`src/rtl/sram_rmw_ctrl.sv`:
```
// rtl/sram_rmw_ctrl.sv - read-modify-write front end for a single-port SRAM macro without bit enables
//
// Optional feature macro: SRAM_RMW_PARITY_EN. When it is defined, each byte carries an even-parity bit in the macro.
//
// Ports:
//   clk_i, rst_ni        clock; synchronous active-low reset
//   req_i/gnt_o          upstream request and grant; the grant is combinational
//   we_i, addr_i         write/read select and word address
//   wdata_i, wmask_i     write data and byte-uniform bit mask
//   rdata_o, rvalid_o    read data, valid one cycle after a granted read
//   rerror_o             {uncorrectable parity, correctable (always 0)}
//   rmw_err_o            pulses in the merge cycle when a read-modify-write is aborted
//   mem_*                macro port (enable, write enable, address, write data, read data)
module sram_rmw_ctrl #(
    parameter int SramAw = 12,
    parameter int SramDw = 32,
    localparam int NumBytes = SramDw / 8,
`ifdef SRAM_RMW_PARITY_EN
    localparam int MemDw = SramDw + SramDw / 8
`else
    localparam int MemDw = SramDw
`endif
) (
    input  logic              clk_i,
    input  logic              rst_ni,
    input  logic              req_i,
    output logic              gnt_o,
    input  logic              we_i,
    input  logic [SramAw-1:0] addr_i,
    input  logic [SramDw-1:0] wdata_i,
    input  logic [SramDw-1:0] wmask_i,
    output logic [SramDw-1:0] rdata_o,
    output logic              rvalid_o,
    output logic [1:0]        rerror_o,
    output logic              rmw_err_o,
    output logic              mem_req_o,
    output logic              mem_we_o,
    output logic [SramAw-1:0] mem_addr_o,
    output logic [MemDw-1:0]  mem_wdata_o,
    input  logic [MemDw-1:0]  mem_rdata_i
);

    typedef enum logic {
        IDLE  = 1'b0,
        MERGE = 1'b1
    } state_e;

    state_e            state_q, state_d;
    logic              rvalid_q;
    logic              rd_issue;
    logic              latch_en;
    logic [SramAw-1:0] addr_q;
    logic [SramDw-1:0] wdata_q;
    logic [SramDw-1:0] wmask_q;
    logic              par_err;
    logic [SramDw-1:0] merged;

    function automatic logic [MemDw-1:0] encode(input logic [SramDw-1:0] d);
`ifdef SRAM_RMW_PARITY_EN
        logic [NumBytes-1:0] p;
        for (int b = 0; b < NumBytes; b++) begin
            p[b] = ^d[8*b +: 8];
        end
        return {p, d};
`else
        return d;
`endif
    endfunction

    // Even parity: a stored byte plus its parity bit must have an even number of ones.
`ifdef SRAM_RMW_PARITY_EN
    always_comb begin
        par_err = 1'b0;
        for (int b = 0; b < NumBytes; b++) begin
            if ((^mem_rdata_i[8*b +: 8]) != mem_rdata_i[SramDw + b]) begin
                par_err = 1'b1;
            end
        end
    end
`else
    assign par_err = 1'b0;
`endif

    assign merged = (mem_rdata_i[SramDw-1:0] & ~wmask_q) | (wdata_q & wmask_q);

    // The macro output is already registered, so read data is forwarded only in the rvalid cycle.
    assign rvalid_o = rvalid_q;
    assign rdata_o  = rvalid_q ? mem_rdata_i[SramDw-1:0] : '0;
    assign rerror_o = {rvalid_q & par_err, 1'b0};

    always_ff @(posedge clk_i) begin
        if (!rst_ni) begin
            state_q  <= IDLE;
            rvalid_q <= 1'b0;
            addr_q   <= '0;
            wdata_q  <= '0;
            wmask_q  <= '0;
        end else begin
            state_q  <= state_d;
            rvalid_q <= rd_issue;
            if (latch_en) begin
                addr_q  <= addr_i;
                wdata_q <= wdata_i;
                wmask_q <= wmask_i;
            end
        end
    end

    // All macro activity is suppressed while reset is asserted, so a pending merge is discarded.
    always_comb begin
        state_d     = state_q;
        gnt_o       = 1'b0;
        mem_req_o   = 1'b0;
        mem_we_o    = 1'b0;
        mem_addr_o  = '0;
        mem_wdata_o = '0;
        rd_issue    = 1'b0;
        latch_en    = 1'b0;
        rmw_err_o   = 1'b0;
        if (rst_ni) begin
            case (state_q)
                IDLE: begin
                    if (req_i) begin
                        if (!we_i) begin
                            mem_req_o  = 1'b1;
                            mem_addr_o = addr_i;
                            gnt_o      = 1'b1;
                            rd_issue   = 1'b1;
                        end else if (&wmask_i) begin
                            mem_req_o   = 1'b1;
                            mem_we_o    = 1'b1;
                            mem_addr_o  = addr_i;
                            mem_wdata_o = encode(wdata_i);
                            gnt_o       = 1'b1;
                        end else if (wmask_i == '0) begin
                            gnt_o = 1'b1;
                        end else begin
                            // Partial write: fetch the old word now, merge next cycle.
                            mem_req_o  = 1'b1;
                            mem_addr_o = addr_i;
                            latch_en   = 1'b1;
                            state_d    = MERGE;
                        end
                    end
                end
                MERGE: begin
                    // The write completes even if req_i was dropped; only the grant follows req_i.
                    gnt_o       = req_i;
                    mem_addr_o  = addr_q;
                    mem_wdata_o = encode(merged);
                    if (par_err) begin
                        rmw_err_o = 1'b1;
                    end else begin
                        mem_req_o = 1'b1;
                        mem_we_o  = 1'b1;
                    end
                    state_d = IDLE;
                end
                default: state_d = IDLE;
            endcase
        end
    end

endmodule

```
`config.mk`:
```
export PLATFORM = sky130hd
export DESIGN_NAME = sram_rmw_ctrl
export DESIGN_NICKNAME = d
export VERILOG_FILES = /design/src/rtl/sram_rmw_ctrl.sv
export SDC_FILE = /design/constraint.sdc
export NUM_CORES = 1
export LEC_CHECK = 0
export BUFFER_PORTS_ARGS = -buffer_cell sky130_fd_sc_hd__buf_2
export CAP_MARGIN = 30
export CORE_UTILIZATION = 45
export DETAILED_ROUTE_END_ITERATION = 6
export GPL_TIMING_DRIVEN = 0
export PLACE_DENSITY = 0.77
export SETUP_SLACK_MARGIN = 0.4
export SLEW_MARGIN = 20
export SYNTH_ARGS = -nofsm -noshare
export SYNTH_HDL_FRONTEND = slang
export SYNTH_SLANG_ARGS = --single-unit
```
`constraint.sdc`:
```
create_clock -name clk_i -period 4.8 [get_ports clk_i]
set_clock_uncertainty 0.1 [all_clocks]
set_input_delay 0.48 -clock clk_i [delete_from_list [all_inputs] [get_ports clk_i]]
set_output_delay 0.48 -clock clk_i [all_outputs]
set_load 0.005 [all_outputs]
```
Word level (Yosys, flattened, before mapping)
Index checks and enable logic that the tools add are counted.

operators by class
  bitwise operators = 7
  mux-type cells = 36
  reduce and logical (&&, ||, !) cells = 3

operators by type and width
  cell                count
  $mux W32            5
  $and A32 B32 Y32    2
  $pmux W32 S2        1
  $mux W12            5
  $logic_not A32 Y1   1
  $not A32 Y32        1
  $or A32 B32 Y32     1
  $reduce_and A32 Y1  1
  $pmux W12 S2        1
  $mux W1             20
  $pmux W1 S2         4
  $not A1 Y1          3
  $reduce_or A3 Y1    1

storage, ports and cells
  input port bits = 112
  logic and storage cells = 51
  output and inout port bits = 83
  flip-flop bits (word level) = 78

Longest topological paths before layout
  depth in word-level cells = 7
  depth in mapped cells = 9
  depth with buffers taken out = 5

Worst setup path before layout
OpenSTA, ideal clock, no wires.

  kind = input -> output
  start point = in wmask_i[30]
  end point = out mem_wdata_o[12]
  path slack = 2.264 ns
  arrival time = 1.956 ns
  stages = 6
  path buffers = 1
  required time = 4.220 ns
  path through = nand4_1 > or4_4 > nor4_2 > buf_2 > a22oi_1 > nor2b_1

on the way
  word-level cells in the longest chain between the ends = 6

RTL lines
  element             line  text
  start: declaration  31    input logic [SramDw-1:0] wmask_i,
  $reduce_and A32 Y1  129   end else if (&wmask_i) begin
  $mux W32            129
  $mux W32            124   if (!we_i) begin
  $mux W32            123   if (req_i) begin
  $pmux W32 S2        121   case (state_q)
  $mux W32            120   if (rst_ni) begin
  end: declaration    39    output logic [MemDw-1:0] mem_wdata_o,

No other way between the ends.

Worst setup path after layout
  start point = in wmask_i[26]
  end point = out gnt_o

on the way
  word-level cells in the longest chain between the ends = 7
  elaborated cells on any way between the ends = 8
  classes of those cells = mux: 6; reduce/logical: 2

RTL lines
  element            line  text
  $logic_not A32 Y1  135   end else if (wmask_i == '0) begin
  $mux W1            135
  $mux W1 (*)        129
  $mux W1 (*)        124
  $mux W1 (*)        123
  $pmux W1 S2 (*)    121
  $mux W1 (*)        120
  end: declaration   27    output logic gnt_o,

Mark *: on every way between the ends. The rest lies on a longest branch, timed or not.

==> impl_metrics.csv <==
group,metric,value,unit
routing,drt_wl_total,14700,um
timing,min_period_over_period,0.701,
min_path,min_path_type,"primary input to flop",
routing,drc,0,
logic_synthesis,seq_area_frac_synth,0.351,
timing,setup_viol,0,
clocking,postCtsResizedCells,0,
power,leakage,2.43,nW
layout,mostFrequentLayoutCell,"sky130_fd_sc_hd__buf_2",
worst_setup_path,worst-endpoint-arrival,2780,ps
power,power.switching_fraction,0.269,
placed_design,dp_hpwl,11100,um
layout,layout.cells.most_common_list,"195 x sky130_fd_sc_hd__buf_2, 86 x sky130_fd_sc_hd__nand4_1, 78 x sky130_fd_sc_hd__dfxtp_1",
clocking,tritoncts_num_sinks,78,
power,share_comb_of_total_power,0.170,
min_path,hold_path_depth,2,
timing,setup_tns,0,ps
layout,post_route_cells_drive_above_1_share,0.374,
floorplanning,fp.dieH,101,um
clocking,clock_tree.buffer_depth,2,
power,seq_power_share,0.485,
logic_synthesis,synthArstFlopShare,0,
power,clock_power_share,0.345,
logic_synthesis,synth.lib_cells_used.distinct,28,
logic_synthesis,postSynthAreaPerCell,8.14,sq um
timing,setup_repair_after_global_routing_missed_its_margin,"false",
timing,hold_viol,0,
flow_run,cap_viol_max_count,0,
routing,vias_per_cell,5.71,
clocking,insertion_delay,330,ps
worst_setup_path,worstPathRequired,4220,ps
routing,drt.antenna.violating_nets,0,
routing,wl_per_cell,16.6,um
clocking,tritoncts.num_buffers,9,
worst_setup_path,worst-path-max-fanout,10,
placed_design,portBuffers,191,
status,outcome,"finished clean",
logic_synthesis,ys_warn_count,0,
floorplanning,die_width,101,um
global_routing,grt_max_degree,13,
worst_setup_path,setup.worst_path.class,"primary input to output pin",
power,maximum_vdd_drop,0.155,mV
timing,final-max-slew-violation-count,0,
worst_setup_path,r2r.worst_path.cells,8,
clocking,cts-htree-levels,3,
global_routing,total_grt_overflow,0,
floorplanning,io-pin-count,195,
power,power.switching,0.000390,W
logic_synthesis,synth-edff-count,0,
clocking,clock_tree.root_cell,"sky130_fd_sc_hd__clkbuf_8",
routing,route.vias.total,5057,
layout,areaGrowthSynthToFinish,29.8,%
routing,number_of_search_and_repair_iterations_in_the_first_detailed_routing_pass,5,
worst_setup_path,worstSetupEndpointType,"output pin",
clocking,clkSlewWorstSetupHoldPaths,80,ps
layout,final_nets,863,
power,power_per_cell_area,251,mW/mm^2
floorplanning,row_count,35,
logic_synthesis,ys_ff_latch,78,
global_routing,grt_pass1_vias,4571,
worst_setup_path,cp-start-kind,"primary input",
logic_synthesis,ys_dominant_reg_cell,"sky130_fd_sc_hd__dfxtp_1",
logic_synthesis,post_synth_instance_area,0.00445,sq mm
timing,worst_hold_slack,236,ps
timing,period_needed,3360,ps
global_routing,grt_pass1_wl,22400,um
clocking,cts_setup_buffers,0,
timing,slew_headroom,0.641,
floorplanning,initial_core_util,0.473,
timing,max_freq,297,MHz
routing,drt_iter0_markers,314,
floorplanning,standard_cell_core_area,0.00942,sq mm
layout,antenna_cells_inserted,0,
global_routing,grtUsageTotal,0.280,
clocking,cts_hold_repair.buffers,0,
timing,timing_worst_slew_pin_value,538,ps
placed_design,routabilityCongestion,0.863,
power,cellInternalPower,0.00106,W
floorplanning,die-area,0.0103,sq mm
clocking,cts_tree,"yes",
global_routing,antenna_found_initial,0,
logic_synthesis,postSynthCellCount,547,
[power by group through the flow]
| stage | logic, W | clock network [W] | registers, W |
|---|---|---|---|
| final | 0.000247 | 0.000501 | 0.000703 |
| after global routing | 0.000269 | 0.000540 | 0.000706 |
| after CTS | 0.000245 | 0.000508 | 0.000702 |
| after detailed placement | 0.000244 | 0 | 0.000717 |
| after global placement | 0.000237 | 0 | 0.000715 |
| after floorplan | 0.000132 | 0 | 0.000710 |
[cells by family after synthesis]
group           Yosys count  share of synthesized area
compound gates          124                      0.194
other cells               1                   0.000842
simple gates            247                      0.307
flops                    78                      0.351
buf+inv                  65                     0.0669
mux                      32                     0.0809
[stage by stage]
| step | worst slack, ps | std cells | utilization | total power (W) | instance area, sq um |
|---|---|---|---|---|---|
| floorplan | 2260 | 549 | - | 0.000842 | 4460 |
| global placement | 1580 | 869 | 0.592 | 0.000952 | 5580 |
| detailed placement | 1520 | 869 | 0.592 | 0.000961 | 5580 |
| CTS | 1520 | 885 | 0.614 | 0.00146 | 5780 |
| global route | 1350 | 885 | 0.614 | 0.00152 | 5780 |
| finish | 1440 | 885 | 0.614 | 0.00145 | 5780 |
[sequential cells by signal (all words and copies together) (netlist names)]
register,count
addr_q,12
rvalid_o,1
state_q,1
wdata_q,32
wmask_q,32
[final timing paths]
check	slack, ps	endpoint	from
worst max-delay path	1440	gnt_o	wmask_i[26]
worst max register to register	2360	addr_q[6]	state_q
worst min-delay path	240	rvalid_o	we_i
worst min register to register	360	wdata_q[29]	wdata_q[29]
[cells in the mapped netlist, types with 4 or more instances]
cell                       number  share of area
sky130_fd_sc_hd__clkbuf_1      42          0.035
sky130_fd_sc_hd__nor2b_1       32          0.045
sky130_fd_sc_hd__dfxtp_1       78           0.35
sky130_fd_sc_hd__nand2_1       77          0.065
sky130_fd_sc_hd__buf_1          9         0.0076
sky130_fd_sc_hd__a22o_1        12          0.024
sky130_fd_sc_hd__buf_6          5          0.013
sky130_fd_sc_hd__buf_2          4         0.0045
sky130_fd_sc_hd__and2_1        34          0.048
sky130_fd_sc_hd__nor4_1         9          0.013
sky130_fd_sc_hd__mux2_2        32          0.081
sky130_fd_sc_hd__a22oi_1       32          0.054
sky130_fd_sc_hd__nand4_1       86           0.12
sky130_fd_sc_hd__o21ai_2       29          0.057
sky130_fd_sc_hd__o21ai_0       47          0.053
[layer usage]
metal,wire [um],global-route usage
met5,0,0
met4,209,0.0836
met3,997,0.0435
met2,7230,0.481
met1,6300,0.362
[critical path, stage by stage]
cell and delay, ps:
sky130_fd_sc_hd__buf_2 110, sky130_fd_sc_hd__nor4_1 430, sky130_fd_sc_hd__nand4_1 210, sky130_fd_sc_hd__or2_2 330, sky130_fd_sc_hd__clkbuf_1 180, sky130_fd_sc_hd__clkbuf_1 290, sky130_fd_sc_hd__buf_1 330, sky130_fd_sc_hd__a21oi_1 260
sky130_fd_sc_hd__buf_2 150
[final cells by class]
class                   instances  area (sq um)
inverters                       2          7.51
multi-input cells             406          2600
repair buffers                191           956
clock inverters                 4          45.0
plain buffers                  63           290
flip-flops and latches         78          1560
clock buffers                  12           155
fillers                       888          3640
well taps                     129           161
Power figures use the tool's default switching activity.
